--- config.mk ---
export PLATFORM = sky130hd
export DESIGN_NAME = tick_scheduler_flat
export DESIGN_NICKNAME = d
export VERILOG_FILES = /design/src/rtl/tick_scheduler_pkg.sv /design/src/rtl/tick_scheduler_if.sv /design/src/rtl/tick_scheduler_chan.sv /design/src/rtl/tick_scheduler.sv /design/src/flat_wrapper.sv
export SDC_FILE = /design/constraint.sdc
export NUM_CORES = 1
export LEC_CHECK = 0
export BUFFER_PORTS_ARGS = -buffer_cell sky130_fd_sc_hd__buf_2
export CAP_MARGIN = 20
export CORE_ASPECT_RATIO = 0.7
export CORE_MARGIN = 1.5
export CORE_UTILIZATION = 55
export CTS_CLUSTER_DIAMETER = 50
export DETAILED_ROUTE_END_ITERATION = 10
export PLACE_DENSITY = 0.76
export SYNTH_ARGS = -nofsm -noshare
export SYNTH_HDL_FRONTEND = slang
export SYNTH_SLANG_ARGS = --single-unit
--- constraint.sdc ---
create_clock -name clk -period 6.35 [get_ports clk]
set_input_delay 0.3175 -clock clk [delete_from_list [all_inputs] [get_ports clk]]
set_output_delay 0.3175 -clock clk [all_outputs]
set_load 0.005 [all_outputs]
--- src/rtl/tick_scheduler_pkg.sv ---
// Shared types and constants for the tick scheduler: channel states, run modes
// and an index-width helper.
package tick_scheduler_pkg;

   typedef enum logic [1:0] {
      ST_IDLE = 2'd0,
      ST_RUN  = 2'd1,
      ST_DONE = 2'd2
   } chan_state_t;

   localparam logic MODE_ONESHOT  = 1'b0;
   localparam logic MODE_PERIODIC = 1'b1;

   function automatic int unsigned idx_width(input int unsigned n);
      return (n > 1) ? $clog2(n) : 1;
   endfunction

endpackage

--- src/rtl/tick_scheduler_if.sv ---
// Configuration, control and strobe bundle of the tick scheduler.
interface tick_scheduler_if
   import tick_scheduler_pkg::*;
#(
   parameter int unsigned NCH  = 4,
   parameter int unsigned TAPS = 8,
   parameter int unsigned SELW = 3,
   parameter int unsigned CW   = 8
) ();

   localparam int unsigned CHW = idx_width(NCH);

   logic [TAPS-1:0] taps;
   logic            cfg_we;
   logic [CHW-1:0]  cfg_ch;
   logic [SELW-1:0] cfg_sel;
   logic            cfg_mode;
   logic [CW-1:0]   cfg_div;
   logic [NCH-1:0]  start;
   logic [NCH-1:0]  stop;
   logic [NCH-1:0]  tick;
   logic [NCH-1:0]  busy;
   logic [NCH-1:0]  done;
   logic            cfg_err;

   modport master (
      output taps, cfg_we, cfg_ch, cfg_sel, cfg_mode, cfg_div, start, stop,
      input  tick, busy, done, cfg_err
   );

   modport slave (
      input  taps, cfg_we, cfg_ch, cfg_sel, cfg_mode, cfg_div, start, stop,
      output tick, busy, done, cfg_err
   );

endinterface

--- src/rtl/tick_scheduler_chan.sv ---
// One scheduler channel: config registers, edge counter and IDLE/RUN/DONE FSM.
module tick_sched_chan
   import tick_scheduler_pkg::*;
#(
   parameter int unsigned SELW = 3,
   parameter int unsigned CW   = 8
) (
   input  logic            clk,
   input  logic            reset_n,
   input  logic            rise,
   input  logic            start,
   input  logic            stop,
   input  logic            wr,
   input  logic [SELW-1:0] wr_sel,
   input  logic            wr_mode,
   input  logic [CW-1:0]   wr_div,
   output logic [SELW-1:0] sel,
   output logic            tick,
   output logic            busy,
   output logic            done,
   output logic            err
);

   chan_state_t     state, state_d;
   logic [SELW-1:0] sel_d;
   logic            mode, mode_d;
   logic [CW-1:0]   div, div_d;
   logic [CW-1:0]   cnt, cnt_d;
   logic            tick_d;

   always_ff @(posedge clk) begin
      if (!reset_n) begin
         state <= ST_IDLE;
         sel   <= '0;
         mode  <= MODE_ONESHOT;
         div   <= CW'(1);
         cnt   <= '0;
         tick  <= 1'b0;
      end else begin
         state <= state_d;
         sel   <= sel_d;
         mode  <= mode_d;
         div   <= div_d;
         cnt   <= cnt_d;
         tick  <= tick_d;
      end
   end

   // A write accepted this cycle is visible to a same-cycle start through div_d.
   always_comb begin
      state_d = state;
      sel_d   = sel;
      mode_d  = mode;
      div_d   = div;
      cnt_d   = cnt;
      tick_d  = 1'b0;
      err     = 1'b0;
      if (wr) begin
         if (state == ST_IDLE) begin
            sel_d  = wr_sel;
            mode_d = wr_mode;
            div_d  = wr_div;
         end else begin
            err = 1'b1;
         end
      end
      unique case (state)
         ST_IDLE: begin
            if (start && !stop) begin
               if (div_d == '0) begin
                  err = 1'b1;
               end else begin
                  state_d = ST_RUN;
                  cnt_d   = div_d;
               end
            end
         end
         ST_RUN: begin
            if (rise) begin
               if (cnt == CW'(1)) begin
                  tick_d = 1'b1;
                  if (mode == MODE_PERIODIC) begin
                     cnt_d = div;
                  end else begin
                     state_d = ST_DONE;
                     cnt_d   = '0;
                  end
               end else begin
                  cnt_d = cnt - CW'(1);
               end
            end
         end
         ST_DONE: state_d = ST_IDLE;
         default: state_d = ST_IDLE;
      endcase
      if (stop) begin
         state_d = ST_IDLE;
         cnt_d   = '0;
         tick_d  = 1'b0;
      end
   end

   assign busy = (state != ST_IDLE);
   assign done = (state == ST_DONE);

endmodule

--- src/rtl/tick_scheduler.sv ---
// Multi-channel tick scheduler: tap edge detect, per-channel tap mux, config decode.
// Define TICK_SCHED_SYNC_EN to pass taps through a 2-flop synchronizer (+2 cycles latency).
module tick_scheduler
   import tick_scheduler_pkg::*;
#(
   parameter int unsigned NCH  = 4,
   parameter int unsigned TAPS = 8,
   parameter int unsigned SELW = 3,
   parameter int unsigned CW   = 8
) (
   input logic             clk,
   input logic             reset_n,
   tick_scheduler_if.slave bus
);

   localparam int unsigned CHW  = idx_width(NCH);
   localparam int unsigned SELN = 2**SELW;

   logic [TAPS-1:0] taps_s, taps_q, rise;
   logic [SELN-1:0] rise_ext;
   logic            cfg_bad, cfg_err_q;
   logic [NCH-1:0]  wr, chan_err, tick_v, busy_v, done_v;
   logic [SELW-1:0] sel_v [NCH];

`ifdef TICK_SCHED_SYNC_EN
   logic [TAPS-1:0] sync1, sync2;

   always_ff @(posedge clk) begin
      if (!reset_n) begin
         sync1 <= '0;
         sync2 <= '0;
      end else begin
         sync1 <= bus.taps;
         sync2 <= sync1;
      end
   end

   assign taps_s = sync2;
`else
   assign taps_s = bus.taps;
`endif

   always_ff @(posedge clk) begin
      if (!reset_n) begin
         taps_q    <= '0;
         cfg_err_q <= 1'b0;
      end else begin
         taps_q    <= taps_s;
         cfg_err_q <= cfg_bad || (|chan_err);
      end
   end

   assign rise = taps_s & ~taps_q;

   // Pad to the full select range so every sel value indexes a real bit.
   always_comb begin
      rise_ext           = '0;
      rise_ext[TAPS-1:0] = rise;
   end

   assign cfg_bad = bus.cfg_we && ((32'(bus.cfg_sel) >= TAPS) || (bus.cfg_div == '0));

   for (genvar i = 0; i < NCH; i++) begin : g_chan
      assign wr[i] = bus.cfg_we && !cfg_bad && (bus.cfg_ch == CHW'(i));

      tick_sched_chan #(
         .SELW (SELW),
         .CW   (CW)
      ) u_chan (
         .clk     (clk),
         .reset_n (reset_n),
         .rise    (rise_ext[sel_v[i]]),
         .start   (bus.start[i]),
         .stop    (bus.stop[i]),
         .wr      (wr[i]),
         .wr_sel  (bus.cfg_sel),
         .wr_mode (bus.cfg_mode),
         .wr_div  (bus.cfg_div),
         .sel     (sel_v[i]),
         .tick    (tick_v[i]),
         .busy    (busy_v[i]),
         .done    (done_v[i]),
         .err     (chan_err[i])
      );
   end

   assign bus.tick    = tick_v;
   assign bus.busy    = busy_v;
   assign bus.done    = done_v;
   assign bus.cfg_err = cfg_err_q;

endmodule

--- src/flat_wrapper.sv ---
// flat-port wrapper written by rule: the top's interface ports become plain ports
module tick_scheduler_flat import tick_scheduler_pkg::*;
#(
   parameter int unsigned NCH  = 4,
   parameter int unsigned TAPS = 8,
   parameter int unsigned SELW = 3,
   parameter int unsigned CW   = 8
)
  (clk, reset_n, bus_taps, bus_cfg_we, bus_cfg_ch, bus_cfg_sel, bus_cfg_mode, bus_cfg_div, bus_start, bus_stop, bus_tick, bus_busy, bus_done, bus_cfg_err);
  tick_scheduler_if #(.NCH(NCH), .TAPS(TAPS), .SELW(SELW), .CW(CW)) bus_i ();
  input logic clk;
  input logic reset_n;
  input wire logic [$bits(bus_i.taps)-1:0] bus_taps;
  input wire logic [$bits(bus_i.cfg_we)-1:0] bus_cfg_we;
  input wire logic [$bits(bus_i.cfg_ch)-1:0] bus_cfg_ch;
  input wire logic [$bits(bus_i.cfg_sel)-1:0] bus_cfg_sel;
  input wire logic [$bits(bus_i.cfg_mode)-1:0] bus_cfg_mode;
  input wire logic [$bits(bus_i.cfg_div)-1:0] bus_cfg_div;
  input wire logic [$bits(bus_i.start)-1:0] bus_start;
  input wire logic [$bits(bus_i.stop)-1:0] bus_stop;
  output wire logic [$bits(bus_i.tick)-1:0] bus_tick;
  output wire logic [$bits(bus_i.busy)-1:0] bus_busy;
  output wire logic [$bits(bus_i.done)-1:0] bus_done;
  output wire logic [$bits(bus_i.cfg_err)-1:0] bus_cfg_err;
  assign bus_i.taps = bus_taps;
  assign bus_i.cfg_we = bus_cfg_we;
  assign bus_i.cfg_ch = bus_cfg_ch;
  assign bus_i.cfg_sel = bus_cfg_sel;
  assign bus_i.cfg_mode = bus_cfg_mode;
  assign bus_i.cfg_div = bus_cfg_div;
  assign bus_i.start = bus_start;
  assign bus_i.stop = bus_stop;
  assign bus_tick = bus_i.tick;
  assign bus_busy = bus_i.busy;
  assign bus_done = bus_i.done;
  assign bus_cfg_err = bus_i.cfg_err;
  tick_scheduler #(.NCH(NCH), .TAPS(TAPS), .SELW(SELW), .CW(CW)) u_core (.clk(clk), .reset_n(reset_n), .bus(bus_i));
endmodule
==> results.sh <==
export IMPL_status="finished, final reports clean"
export IMPL_syn_cell_area_um2=5908
export IMPL_cts_sinks=101
export IMPL_cts_tree="done"
export IMPL_ys_flop_type="dfxtp_1"
export IMPL_drt_iter0_markers=753
export IMPL_fin_crit_sh_pct=38.67
export IMPL_slew_headroom_pct=35.28
export IMPL_fillers=930
export IMPL_finClkSkew_ns=0.007864
export IMPL_globalRouteOverflowTotal=0
export IMPL_hold_viol=0
export IMPL_ant_nets=0
export IMPL_wire_per_inst_um=19.31
export IMPL_grt_pass1_vias=5072
export IMPL_worstPathArrival_ns=2.70
export IMPL_mostFrequentLayoutCells="dfxtp_1 (101), nor2_1 (60), nand2_1 (57)"
export IMPL_ys_seq_area_share_pct=34.22
export IMPL_insertedDiodeCount=0
export IMPL_slew_viol_final=0
export IMPL_cp_start_kind="primary input"
export IMPL_crit_path_start="bus_cfg_div[4]"
export IMPL_cts_buffer_depth=2
export IMPL_synth_cell_types=72
export IMPL_ys_warn_count=0
export IMPL_worst_r2r_setup_slack_ns=3.94
export IMPL_antenna_found_initial=0
export IMPL_cts_root_buffer="clkbuf_16"
export IMPL_finalSetupTns_ns=0
export IMPL_ctsResizeCount=0
export IMPL_die_y_um=89.72
export IMPL_worst_hold_path_num_cells=2
export IMPL_critPathMaxFanout=15
export IMPL_wl_um=15790
export IMPL_criticalPathCategory="primary input to flip-flop"
export IMPL_grt_start_max_net_pins=27
export IMPL_cts_hold_buf=0
export IMPL_initial_core_util_pct=56.84
export IMPL_cap_violations=0
export IMPL_fin_crit_ns=2.456
export IMPL_fmax_mhz=407.2
export IMPL_synth_edff_count=0
export IMPL_cellLeakagePower_nw=2.480
export IMPL_first_pass_iters=5
export IMPL_syn_nets=709
export IMPL_track_usage_pct=28.61
export IMPL_async_flop_share_pct=0
export IMPL_syn_to_final_growth_pct=7.391
export IMPL_grt_pass1_wl_um=26020
export IMPL_power_density_nw_per_um2=230.5
export IMPL_end_kind="flip-flop"
export IMPL_via_per_inst=6.648
export IMPL_post_cts_buffers=0
export IMPL_hold_class="primary input to flip-flop"
export IMPL_r2r_start="u_core.g_chan[1].u_chan.cnt[0]$_SDFFE_PP0P_"
export IMPL_htree_levels=3
export IMPL_vdd_ir_drop_worst_mv=0.1464
export IMPL_tightest_slew_ns=0.9634
export IMPL_place_ws_ns=3.581
export IMPL_layout_nets=723
export IMPL_vias=5438
export IMPL_synth_seq_cells=101
export IMPL_insertion_delay_ns=0.35
export IMPL_cts_made_buffers=9
export IMPL_gp_congestion=0.9794
export IMPL_drive_gt1_share_pct=13.70
export IMPL_hpwl_um=11510
export IMPL_syn_avg_cell_area_um2=8.845
export IMPL_finalSetupViolCount=0
export IMPL_holdCritStartpoint="bus_taps[2]"
export IMPL_finalWorstSetupSlack_ns=3.894
export IMPL_critical_path_required_ns=6.59
export IMPL_r2r_end="u_core.g_chan[1].u_chan.state[0]$_SDFFE_PP0P_"
export IMPL_rows=31
export IMPL_layout_commonest_cell="dfxtp_1"
export IMPL_numPortBuffers=45
export IMPL_die_x_um=126.9
export IMPL_drcViolationCount=0
export IMPL_rsz0062_at_grt="no"
export IMPL_core_area_um2=10400
export IMPL_min_to="u_core.taps_q[2]$_SDFF_PN0_"
export IMPL_dieArea_um2=11380
export IMPL_pin_count=46
export IMPL_rr_worst_depth=5
export IMPL_clk_pin_slew_worst_paths_ns=0.06
export IMPL_synthCells=668
==> layout make-up <==
type / count / area (um^2) / share of cell area [%]
Clock buffer: 14 / 264.0 / 4.161
Multi-Input combinational cell: 502 / 3548 / 55.93
Timing Repair Buffer: 46 / 232.7 / 3.668
Clock inverter: 1 / 30.03 / 0.4733
Tap cell: 132 / 165.2 / 2.603
Sequential cell: 101 / 2022 / 31.87
Inverter: 22 / 82.58 / 1.302
==> synthesized netlist by cell type, drive strengths merged (2+ instances only) <==
cell	n	area, um^2
and3	2	12.51
or2	14	87.58
nand2b	20	125.1
a21oi	24	120.1
nor2b	19	118.9
or4	9	71.32
a22o	3	26.28
nor3	15	80.08
a211oi	3	22.52
a41oi	3	26.28
a31oi	14	102.6
nor3b	8	60.06
mux2i	39	390.4
o21a	4	30.03
o21ai	10	53.80
mux4	8	187.7
a31o	2	17.52
nor4b	3	41.29
a22oi	4	30.03
a311o	6	60.06
nor4	19	131.4
o2111ai	6	52.55
ha	8	100.1
nand3	12	60.06
o211ai	22	183.9
clkbuf	21	88.83
inv	22	82.58
buf	22	166.4
xor2	10	87.58
o211a	13	130.1
o2bb2ai	3	26.28
a2111oi	4	35.03
nand4	5	31.28
nand2	57	214.0
nor2	60	225.2
o221a	3	33.78
mux2	2	22.52
o31ai	18	140.1
xnor2	3	26.28
dfxtp	101	2022
a311oi	10	100.1
o22ai	6	43.79
and2	13	81.33
o221ai	9	78.83
==> sequential cells by signal, summed over array words and instances, names as in the netlist <==
name,count
u_core.g_chan.u_chan.cnt,32
u_core.g_chan.u_chan.div,32
u_core.g_chan.u_chan.sel,12
u_core.g_chan.u_chan.state,8
u_core.taps_q,8
u_core.g_chan.u_chan.mode,4
u_core.g_chan.u_chan.tick,4
u_core.bus.cfg_err,1
==> routing by layer <==
layer	global-route usage, %	vias to the layer above	routed length (um)
met5	0	-	0
met4	8.428	0	309
met3	6.845	30	1380
met2	41.98	268	6776
met1	41.69	2603	7327
li1	-	2537	-
==> worst max path at each step <==
stage,endpoint,cells after the start
3_3_place_gp,u_core.g_chan[2].u_chan.cnt[5]$_SDFFE_PP0P_,6
4_1_cts,u_core.g_chan[2].u_chan.cnt[5]$_SDFFE_PP0P_,6
3_5_place_dp,u_core.g_chan[2].u_chan.cnt[5]$_SDFFE_PP0P_,6
5_1_grt,u_core.g_chan[1].u_chan.cnt[5]$_SDFFE_PP0P_,5
2_1_floorplan,u_core.g_chan[1].u_chan.cnt[2]$_SDFFE_PP0P_,7
6_report,u_core.g_chan[2].u_chan.cnt[5]$_SDFFE_PP0P_,6
==> power breakdown <==
group | internal [mW] | switching [mW] | total, mW | leakage (nW)
registers | 0.656 | 0.0276 | 0.683 | 0.822
logic | 0.0897 | 0.135 | 0.225 | 1.52
clock network | 0.325 | 0.228 | 0.554 | 0.143
total | 1.07 | 0.391 | 1.46 | 2.48
==> through the flow <==
stage	instance area, um^2	hold slack, ns	util [%]	instances	total power [mW]
final	6345	0.1954	61.04	818	1.462
after global routing	6345	0.2039	61.04	818	1.519
after CTS	6345	0.1931	61.04	818	1.463
after detailed placement	6051	0.4946	58.21	803	0.9147
after global placement	6051	0.4791	58.21	803	0.9085
after floorplan	5908	0.4448	-	668	0.8535
==> critical path, cell delays in order <==
cell and delay [ns]:
buf_2 0.15, or4_1 0.74, o211a_1 0.57, o21ai_2 0.34, nand2_1 0.24, o221a_2 0.33
==> logic make-up (layout without fill, tap and decap cells) <==
logic type / count (synthesis) / in the layout / share of synthesized area [%]
mux: 49 / 49 / 10.17
flops: 101 / 101 / 34.22
simple gates: 258 / 258 / 22.96
fa+ha+maj: 8 / 8 / 1.694
buf+inv: 65 / 83 / 5.718
xor+xnor: 13 / 13 / 1.927
compound gates: 174 / 174 / 23.32
(Power assumes the default switching activity.)
